`src/rtl/ball_ctrl.sv`:
```
// Per-frame ball motion sequencer: serve delay, wall/paddle bounces, miss detection.
// Optional build macro BALL_SPEEDUP_EN: each paddle bounce adds 1 px/frame up to MAX_SPEED.
module ball_ctrl #(
  parameter int SIZE_OF_BALL = 15,
  parameter int H_RES        = 1024,
  parameter int V_RES        = 768,
  parameter int PADDLE_W     = 10,
  parameter int PADDLE_H     = 96,
  parameter int L_PADDLE_X   = 32,
  parameter int R_PADDLE_X   = 982,
  parameter int SERVE_FRAMES = 60,
  parameter int INIT_SPEED   = 2,
  parameter int MAX_SPEED    = 7
) (
  input  logic        clk65MHz,
  input  logic        rst,
  input  logic        vblnk,
  input  logic        screen_idle,
  input  logic        start,
  input  logic [10:0] y_pos_paddle_l,
  input  logic [10:0] y_pos_paddle_r,
  output logic [10:0] x_pos_of_ball,
  output logic [10:0] y_pos_of_ball,
  output logic        score_l,
  output logic        score_r,
  output logic        in_play
);

  localparam int CW = $clog2(SERVE_FRAMES + 1);

  localparam logic [11:0] XC      = 12'((H_RES - SIZE_OF_BALL) / 2);
  localparam logic [11:0] YC      = 12'((V_RES - SIZE_OF_BALL) / 2);
  localparam logic [11:0] SZ      = 12'(SIZE_OF_BALL);
  localparam logic [11:0] HR      = 12'(H_RES);
  localparam logic [11:0] Y_LIM   = 12'(V_RES - 1 - SIZE_OF_BALL);
  localparam logic [11:0] PH      = 12'(PADDLE_H);
  localparam logic [11:0] L_EDGE  = 12'(L_PADDLE_X + PADDLE_W);
  localparam logic [11:0] R_EDGE  = 12'(R_PADDLE_X);
  localparam logic [11:0] R_STOP  = 12'(R_PADDLE_X - SIZE_OF_BALL);
  localparam logic [3:0]  SPD0    = 4'(INIT_SPEED);
  localparam logic [3:0]  SPD_MAX = 4'(MAX_SPEED);
  localparam logic [CW-1:0] CNT_LAST = CW'(SERVE_FRAMES - 1);

`ifdef BALL_SPEEDUP_EN
  localparam bit SPEEDUP = 1'b1;
`else
  localparam bit SPEEDUP = 1'b0;
`endif

  typedef enum logic [1:0] {IDLE, SERVE, MOVE, SCORE} state_t;

  state_t        state, state_n;
  logic          vblnk_q, tick;
  logic [11:0]   x, y, x_n, y_n;
  logic          dir_x, dir_y, serve_dir;        // dir_x 1=right, dir_y 1=down
  logic          dir_x_n, dir_y_n, serve_dir_n;
  logic [3:0]    speed, speed_n;
  logic [CW-1:0] cnt, cnt_n;
  logic          score_l_n, score_r_n;

  logic [11:0] spd, xn_r, xn_l, yn_u, yn_d, pl, pr;
  logic        ovl_l, ovl_r, hit_r, hit_l, miss_r, miss_l, speed_bump;

  assign tick = vblnk & ~vblnk_q;
  assign spd  = {8'd0, speed};
  assign xn_r = x + spd;
  assign xn_l = x - spd;
  assign yn_u = y - spd;
  assign yn_d = y + spd;
  assign pl   = {1'b0, y_pos_paddle_l};
  assign pr   = {1'b0, y_pos_paddle_r};

  // Overlap uses the pre-step y so both paddles see the same ball row this frame.
  assign ovl_l  = (y + SZ > pl) && (y < pl + PH);
  assign ovl_r  = (y + SZ > pr) && (y < pr + PH);
  assign hit_r  = dir_x && (xn_r + SZ >= R_EDGE) && ovl_r;
  assign hit_l  = !dir_x && (x >= L_EDGE) && (xn_l <= L_EDGE) && ovl_l;
  assign miss_r = dir_x && (xn_r + SZ >= HR);
  assign miss_l = !dir_x && (x < spd);
  assign speed_bump = SPEEDUP && (speed < SPD_MAX);

  always_ff @(posedge clk65MHz) begin
    if (rst) state <= IDLE;
    else     state <= state_n;
  end

  always_comb begin
    state_n     = state;
    x_n         = x;
    y_n         = y;
    dir_x_n     = dir_x;
    dir_y_n     = dir_y;
    serve_dir_n = serve_dir;
    speed_n     = speed;
    cnt_n       = cnt;
    score_l_n   = 1'b0;
    score_r_n   = 1'b0;

    case (state)
      IDLE: begin
        x_n   = XC;
        y_n   = YC;
        cnt_n = '0;
        if (start) state_n = SERVE;
      end

      SERVE: begin
        x_n     = XC;
        y_n     = YC;
        dir_x_n = serve_dir;
        dir_y_n = 1'b1;
        speed_n = SPD0;
        if (tick) begin
          if (cnt == CNT_LAST) begin
            cnt_n   = '0;
            state_n = MOVE;
          end else begin
            cnt_n = cnt + 1'b1;
          end
        end
      end

      MOVE: if (tick) begin
        // Floor bounce fires as soon as the step would reach the last visible row.
        if (!dir_y) begin
          if (y < spd) begin
            y_n     = '0;
            dir_y_n = 1'b1;
          end else begin
            y_n = yn_u;
          end
        end else if (yn_d >= Y_LIM) begin
          y_n     = Y_LIM;
          dir_y_n = 1'b0;
        end else begin
          y_n = yn_d;
        end

        if (hit_r) begin
          x_n     = R_STOP;
          dir_x_n = 1'b0;
          speed_n = speed + {3'd0, speed_bump};
        end else if (hit_l) begin
          x_n     = L_EDGE;
          dir_x_n = 1'b1;
          speed_n = speed + {3'd0, speed_bump};
        end else if (miss_r) begin
          score_l_n = 1'b1;
          state_n   = SCORE;
        end else if (miss_l) begin
          score_r_n = 1'b1;
          state_n   = SCORE;
        end else begin
          x_n = dir_x ? xn_r : xn_l;
        end
      end

      SCORE: begin
        cnt_n = '0;
        if (tick) begin
          x_n         = XC;
          y_n         = YC;
          serve_dir_n = ~serve_dir;
          state_n     = SERVE;
        end
      end

      default: state_n = IDLE;
    endcase

    if (screen_idle) begin
      state_n   = IDLE;
      x_n       = XC;
      y_n       = YC;
      cnt_n     = '0;
      score_l_n = 1'b0;
      score_r_n = 1'b0;
    end
  end

  always_ff @(posedge clk65MHz) begin
    if (rst) begin
      vblnk_q   <= 1'b0;
      x         <= XC;
      y         <= YC;
      dir_x     <= 1'b1;
      dir_y     <= 1'b1;
      serve_dir <= 1'b1;
      speed     <= SPD0;
      cnt       <= '0;
      score_l   <= 1'b0;
      score_r   <= 1'b0;
      in_play   <= 1'b0;
    end else begin
      vblnk_q   <= vblnk;
      x         <= x_n;
      y         <= y_n;
      dir_x     <= dir_x_n;
      dir_y     <= dir_y_n;
      serve_dir <= serve_dir_n;
      speed     <= speed_n;
      cnt       <= cnt_n;
      score_l   <= score_l_n;
      score_r   <= score_r_n;
      in_play   <= (state_n == SERVE) || (state_n == MOVE);
    end
  end

  assign x_pos_of_ball = x[10:0];
  assign y_pos_of_ball = y[10:0];

endmodule
```
`config.mk`:
```
export PLATFORM = sky130hd
export DESIGN_NAME = ball_ctrl
export DESIGN_NICKNAME = d
export VERILOG_FILES = /design/src/rtl/ball_ctrl.sv
export SDC_FILE = /design/constraint.sdc
export NUM_CORES = 1
export LEC_CHECK = 0
export ABC_AREA = 1
export BUFFER_PORTS_ARGS = -buffer_cell sky130_fd_sc_hd__buf_2
export CAP_MARGIN = 20
export CORE_MARGIN = 3
export CORE_UTILIZATION = 25
export CTS_BUF_LIST = sky130_fd_sc_hd__clkbuf_2
export CTS_CLUSTER_DIAMETER = 200
export CTS_CLUSTER_SIZE = 28
export DETAILED_ROUTE_END_ITERATION = 8
export MAX_ROUTING_LAYER = met4
export PLACE_DENSITY_LB_ADDON = 0.08
export SETUP_SLACK_MARGIN = 0.4
export SYNTH_ARGS = -nofsm -noshare
export SYNTH_HDL_FRONTEND = slang
export SYNTH_SLANG_ARGS = --single-unit
```
`constraint.sdc`:
```
create_clock -name clk65MHz -period 3.48 [get_ports clk65MHz]
set_clock_uncertainty 0.2 [all_clocks]
set_input_delay 0.348 -clock clk65MHz [delete_from_list [all_inputs] [get_ports clk65MHz]]
set_output_delay 0.348 -clock clk65MHz [all_outputs]
set_load 0.05 [all_outputs]
```
==> results of run 1 <==
-- cells in the final DEF (no fill, tap or decap), types with 23 or more instances in the layout --
cell / n
a21oi_1: 47
dfxtp_1: 31
ha_1: 59
nand2_1: 182
buf_4: 41
nor2_1: 69
buf_2: 50
o21ai_0: 23
nand3_1: 47
inv_1: 92
xor2_1: 31
-- logic make-up (layout without fill, tap and decap cells) --
kind of cell,count (synthesis),after routing,synth area share (%)
flip-flops,38,38,16.0
buffers and inverters,146,208,13.8
XOR/XNOR,38,38,6.99
AO/OA/AOI/OAI,110,110,14.1
other,1,1,0.0788
adder cells (fa/ha/maj),60,60,15.8
AND/OR/NAND/NOR,363,365,33.3
-- cell usage after synthesis (3+ instances only) --
cell type | instances | area, µm²
a21oi_1 | 51 | 255
inv_1 | 96 | 360
nor2_2 | 8 | 50.1
nand2_4 | 7 | 78.8
dfxtp_1 | 38 | 761
o211ai_1 | 5 | 37.5
nand2_2 | 3 | 18.8
o211ai_2 | 4 | 50.1
nand3_2 | 3 | 30.0
xor2_1 | 36 | 315
nor2_1 | 77 | 289
inv_2 | 10 | 37.5
buf_4 | 23 | 173
nand4_1 | 11 | 68.8
nor3_1 | 11 | 55.1
o21ai_0 | 27 | 135
nand2_1 | 186 | 698
nand3_1 | 53 | 265
clkbuf_1 | 9 | 33.8
o21bai_1 | 3 | 22.5
ha_1 | 60 | 751
buf_2 | 3 | 15.0
-- per-stage QoR --
step | cell area [µm²] | setup WS, ns
final | 5670 | 0.276
after global routing | 5670 | 0.100
after CTS | 5550 | 0.291
after detailed placement | 5280 | -0.183
after global placement | 5280 | -0.124
after floorplan | 4770 | 0.429
-- registers in the layout, summed over array words and instances (netlist names) --
| signal | flops |
|---|---|
| x | 12 |
| y | 11 |
| cnt | 6 |
| state | 2 |
| dir_x | 1 |
| dir_y | 1 |
| in_play | 1 |
| score_l | 1 |
| score_r | 1 |
| serve_dir | 1 |
| vblnk_q | 1 |
-- power by group --
group | internal, W | leakage (nW) | switching [W] | total [W]
registers | 0.000441 | 0.308 | 0.00000776 | 0.000449
logic | 0.0000911 | 2.54 | 0.000159 | 0.000250
clock network | 0.000116 | 0.0365 | 0.000166 | 0.000282
total | 0.000648 | 2.89 | 0.000333 | 0.000981
-- critical path, delay by kind of cell, from the launching register on --
family | cells | cell delay, ns
AND/OR/NAND/NOR | 18 | 1.32
buffers and inverters | 3 | 0.15
adder cells (fa/ha/maj) | 2 | 0.47
XOR/XNOR | 1 | 0.18
flip-flops | 1 | 0.40
AO/OA/AOI/OAI | 3 | 0.40
-- layer usage --
metal  vias to the layer above  share of wire, %  global-route usage, %  wire length [µm]
met2                        71                43                   22.6              6490
met3                         8               2.4                   1.59               359
met5                         -                 0                      -                 0
met4                         0              0.56                   2.28                86
li1                       2557                 -                      -                 -
met1                      2238                55                   23.1              8320
-- cell type report --
type,count,area (µm²)
fillers,2070,12700
multi-input cells,574,3560
flip-flops and latches,38,774
repair buffers,93,578
inverters,108,413
well taps,229,287
clock inverters,2,33.8
clock buffers,5,25.0
-- timing repair --
| action | CTS | global route |
|---|---|---|
| gates cloned | 2 | 0 |
| endpoints found under the hold margin | 2 | 0 |
| resized for setup | 27 | 26 |
| pin swaps | 12 | 10 |
| buffers inserted | 8 | 4 |
| setup endpoints to repair | 16 | 26 |
| hold buffers | 2 | 0 |
-- final timing paths --
path / startpoint / endpoint / slack, ns / depth (start not counted)
worst min-delay path: screen_idle / state[0] / 0.13 / 6
worst max register to register: y[2] / x[8] / 0.28 / 27
worst max-delay path: y[2] / x[8] / 0.28 / 27
worst min register to register: cnt[1] / cnt[1] / 0.30 / 2
==> run metrics, run 1 <==
initial core utilization=approximately a quarter; CTS Sinks=38; endpoints failing setup=0; worst-path fanout max=5; Hold Path Class=primary input to flop; fin crit share=92.1%; initial antenna violation count=0; RSZ-0062 raised after global routing=true; Synth Net Count=between 800 and 900; area grow syn2layout=19.1%; via count=between 4k and 5k; first-pass GRT wire length=roughly 25000 µm; chip width=roughly 140 µm; Antenna Cells=0; Mapped Cells=around 760; gpl congestion=approximately 0.8; final WL=approximately 15000 µm; Tot Pwr=0.000981 W; CTS tree=built; die span in y=~140 µm; vias per cell=approximately 4.6; Worst Path Arrival=3.33 ns; root buffer cell=clkbuf_2; Post-synth ARST share=0%; Skew-Pair Late Insertion Delay=~0.43 ns; CTS max path bufs=2; Worst Hold Slack=0.129 ns; DR iter-0 viols=296; Worst-Margin Slew=0.718 ns; Congestion Overflow GR=0; H-tree levels=2; DRC=0; Yosys cell types=44; layout cells sized above 1=22.6%; Buffers on Ports=50; Period minus WS final=~3.2 ns; LEAKAGE=2.89 nW; row count=49; Seq cells post-synth=38; maximum VDD drop=~120 µV; largest net degree at the start of global routing=15; sequential share of the synthesized area=between 15 and 20%; fmax=roughly 0.31 GHz; slowest CP cell=dfxtp_2; Startpoint Class=flop; status=complete, no violations; Tot GR Track Use=15.3%; CP most frequent cell=nand2_1; YS warnings=0; Syn Area/Cell=~6.3 µm²; DR WL/cell=14.5 µm; Num CTS Buffers=5; Final ANT Viol Nets=0; final net count=about 910; final setup TNS=0 ns; CP endpoint kind=flop; CP required=between 3 and 4 ns; max_slew headroom=51.8%; EDFF count, synth=0; slowest stage delay, CP=about 0.4 ns; Hold Vio Cnt, Final=0; Reg clk slew, reported paths=between 0.2 and 0.25 ns; Power Dens Cells=173 mW/mm²; Slew Limit Fails=0; drt pass-1 iters=5; CP Class=flop to flop; final HPWL from detailed placement=around 12000 µm; number of max-cap violations=0; Core Area=~0.018 mm²; top_reg_cell synth=dfxtp_1; fin util=approximately 31%; Placed Cells=a little over 1k; die footprint=approximately 0.021 mm²; Final Non-Filler Cells=~1.0k; # IOs=52; vias in the first global route=between 4k and 5k; Post-Syn Area=0.00476 mm²
Note: power is estimated with default switching activity, not from simulation.
==> run 2, diff against run 1 <==
--- a/config.mk
+++ b/config.mk
@@ -5,7 +5,6 @@
 export SDC_FILE = /design/constraint.sdc
 export NUM_CORES = 1
 export LEC_CHECK = 0
-export ABC_AREA = 1
 export BUFFER_PORTS_ARGS = -buffer_cell sky130_fd_sc_hd__buf_2
 export CAP_MARGIN = 20
 export CORE_MARGIN = 3
==> run metrics, run 2 <==
Worst Hold Slack=0.0473 ns (was 0.129 ns); Post-synth ARST share=0% (unchanged); LEAKAGE=2.69 nW (was 2.89 nW); register-to-register setup slack=-0.27 ns (was 0.28 ns); commonest cells after routing, fill and taps aside=buf_4, ha_1, nand2_1, nor2_1, buf_2 (was nand2_1, inv_1, nor2_1, ha_1, buf_2); Power Dens Cells=132 mW/mm² (was 173 mW/mm²); vias in the first global route=4957 (was 4716); maximum VDD drop=119 µV (was 117 µV); Slew Limit Fails=0 (unchanged); Yosys cell types=72 (was 44); max_slew headroom=36.2% (was 51.8%); CP delay by family, top=simple AND/OR/NAND/NOR gates (unchanged); setup ws final=-0.267 ns (was 0.276 ns); Comb power frac=20.5% (was 25.5%); number of max-cap violations=0 (unchanged); Setup crit end=x[10] (was x[8]); worst-path fanout max=4 (was 5); area grow syn2layout=28.7% (was 19.1%); R2R Path End=x[10] (was x[8]); RSZ-0062 raised after global routing=true (unchanged); sequential share of the synthesized area=15.6% (was 16.0%); CTS tree=built (unchanged); Tot GR Track Use=15.7% (was 15.3%); Worst R2R Start=y[1] (was y[2]); slowest CP cell=or4b_4 (was dfxtp_2); CTS max path bufs=2 (unchanged); most common cell in the netlist=ha_1 (was nand2_1); vias per cell=4.94 (was 4.65); chip width=146 µm (was 144 µm); first-pass GRT wire length=26600 µm (was 24800 µm); crit path launch=y[1] (was y[2]); Synth Net Count=753 (was 843); Storage cell area=771 µm² (was 774 µm²); DR iter-0 viols=327 (was 296); Synth area leader=dfxtp_1 (unchanged); commonest non-fill, non-tap cell in the layout=buf_4 (was nand2_1); via count=5157 (was 4874); clock group share of total power=26.6% (was 28.7%); DR WL/cell=16.1 µm (was 14.5 µm); fin crit share=108% (was 92.1%); Buffers on Ports=50 (unchanged); slowest stage delay, CP=0.47 ns (was 0.40 ns); Syn Area/Cell=7.33 µm² (was 6.30 µm²); initial antenna violation count=1 (was 0); Post-Syn Area=0.00488 mm² (was 0.00476 mm²); DRC=0 (unchanged); Startpoint Class=flop (unchanged); final net count=869 (was 907); Placed Area=0.00600 mm² (was 0.00528 mm²); Switching Share=32.3% (was 33.9%); Worst-Margin Slew=0.948 ns (was 0.718 ns); YS warnings=0 (unchanged); area used by multi-input combinational logic=0.00384 mm² (was 0.00356 mm²); CP endpoint kind=flop (unchanged); # IOs=52 (unchanged); CP most frequent cell=a22oi_2 (was nand2_1); Tot Pwr=0.000831 W (was 0.000981 W); Worst Path Arrival=3.92 ns (was 3.33 ns); Hold Path Class=primary input to flop (unchanged); WP buf/inv=2 (was 3); Worst Min Path Start=screen_idle (unchanged); Core Area=0.0190 mm² (was 0.0183 mm²); Skew-Pair Late Insertion Delay=0.45 ns (was 0.43 ns); root buffer cell=clkbuf_2 (unchanged); die footprint=0.0212 mm² (was 0.0207 mm²); CTS Sinks=38 (unchanged); # fillers=2021 (was 2070); Final ANT Viol Nets=0 (unchanged); gpl congestion=0.872 (was 0.821); Final Non-Filler Cells=1044 (was 1049); commonest cells in the netlist=ha_1, nand2_1, nor2_1 (was nand2_1, inv_1, nor2_1); CP Class=flop to flop (unchanged); Final Instance Area=0.00628 mm² (was 0.00567 mm²); drt pass-1 iters=5 (unchanged); fmax=0.267 GHz (was 0.312 GHz); status=complete, but fails checks (was complete, no violations); final WL=16800 µm (was 15300 µm); Hold Vio Cnt, Final=0 (unchanged); fin util=33.1% (was 30.9%); row count=50 (was 49); largest register by flop count=x (unchanged); net switching power=0.000268 W (was 0.000333 W); Crit path depth=16 (was 27); EDFF count, synth=0 (unchanged); Seq pwr share=52.8% (was 45.8%); failing checks=setup timing; endpoints failing setup=18 (was 0); Placed Cells=1022 (was 1026); crit-path cells=inv_4, ha_4, nor2b_4, nor3_2, xor2_1, ha_1, a21o_1, a21oi_2, or4b_4, a22oi_2, nor2_1, a22oi_2, buf_6, nand2_4, or4_1, a31oi_1; initial core utilization=25.7% (was 26.0%); Congestion Overflow GR=0 (unchanged); layout cells sized above 1=29.5% (was 22.6%); die span in y=146 µm (was 144 µm); Regs by FF count=x (12), y (11), cnt (6) (unchanged); max reg flops=12 (unchanged); largest net degree at the start of global routing=24 (was 15); Period minus WS final=3.75 ns (was 3.20 ns); Worst R2R Path Depth=16 (was 27); internal power=0.000563 W (was 0.000648 W); CP required=3.66 ns (was 3.61 ns); top area cells in the synthesized netlist=dfxtp_1, ha_1, o21ai_0, xnor2_1, nand2_1 (was dfxtp_1, ha_1, nand2_1, inv_1, xor2_1); H-tree levels=2 (unchanged); Reg clk slew, reported paths=0.25 ns (was 0.21 ns); top_reg_cell synth=dfxtp_1 (unchanged); Mapped Cells=666 (was 756); share of Yosys cell area claimed by the top area cell type=15.6% (was 16.0%); Seq cells post-synth=38 (unchanged); Num CTS Buffers=5 (unchanged); final HPWL from detailed placement=13400 µm (was 12400 µm)
-- run 2: changes by cell type after synthesis, sizes merged, moves of 17 or more --
cell,delta
nand3,-40
nor2,-33
xor2,-20
xnor2,+24
inv,-73
a21oi,-17
o21ai,+17
nand2,-139
-- run 2: worst reg2reg max path: cells and delay by family, from the launching register on --
kind	cells	cell delay, ns
AOI/OAI and AO/OA	5	0.93
xor gates and xnor gates	1	0.24
adders and majority gates	2	0.44
buffers and inverters	2	0.19
DFF	1	0.43
and+or+nand+nor	6	1.22
-- run 2: area by class of cell --
class	count	area share, %
diodes	1	0.0398
repair buffers	168	18.6
flip-flops and latches	38	12.3
clock buffers	5	0.398
well taps	260	5.18
clock inverters	3	0.259
inverters	34	2.07
multi-input cells	535	61.1
-- run 2: stage by stage --
step	setup TNS, ns	worst slack (ns)
3_5_place_dp	-3.47	-0.269
4_1_cts	-4.00	-0.293
6_report	-2.98	-0.267
2_1_floorplan	0	0.0442
5_1_grt	-5.73	-0.411
3_3_place_gp	-2.72	-0.239
-- run 2: power groups by stage --
| stage | combinational, W | sequential, W | clock, W |
|---|---|---|---|
| after floorplan | 0.0000968 | 0.000449 | 0 |
| after detailed placement | 0.000166 | 0.000447 | 0 |
| after global placement | 0.000164 | 0.000447 | 0 |
| final | 0.000171 | 0.000439 | 0.000221 |
| after CTS | 0.000170 | 0.000439 | 0.000242 |
| after global routing | 0.000192 | 0.000440 | 0.000251 |
-- run 2: worst min-delay path by stage --
stage	endpoint	slack, ns	cells past startpoint
global route	y[3]	0.05	3
CTS	y[3]	0.008	3
global placement	cnt[1]	0.27	2
floorplan	vblnk_q	0.22	1
finish	y[3]	0.05	3
detailed placement	cnt[1]	0.27	2
-- run 2: cells by family after synthesis --
family | Yosys count | synth area share [%]
AO/OA/AOI/OAI | 181 | 24.9
XOR/XNOR | 42 | 7.54
adder cells (fa/ha/maj) | 60 | 15.4
buffers and inverters | 94 | 10.1
flip-flops | 38 | 15.6
multiplexers | 2 | 0.436
other | 1 | 0.0768
AND/OR/NAND/NOR | 248 | 26.0
-- run 2: per-layer routing --
metal	vias to the layer above	track usage, %	part of all wire (%)
met5	-	-	0
met4	0	3.42	1.2
met3	11	1.78	2.6
li1	2628	-	-
met2	75	24.3	45
met1	2443	22.2	51
-- run 2: timing repair --
item | 4_1_cts | 5_1_grt
pin swaps | 11 | 13
setup endpoints to repair | 18 | 27
cloned | 0 | 1
gates resized for setup | 8 | 26
hold buffers | 2 | 0
setup buffers | 6 | 4
endpoints found under the hold margin | 4 | 0
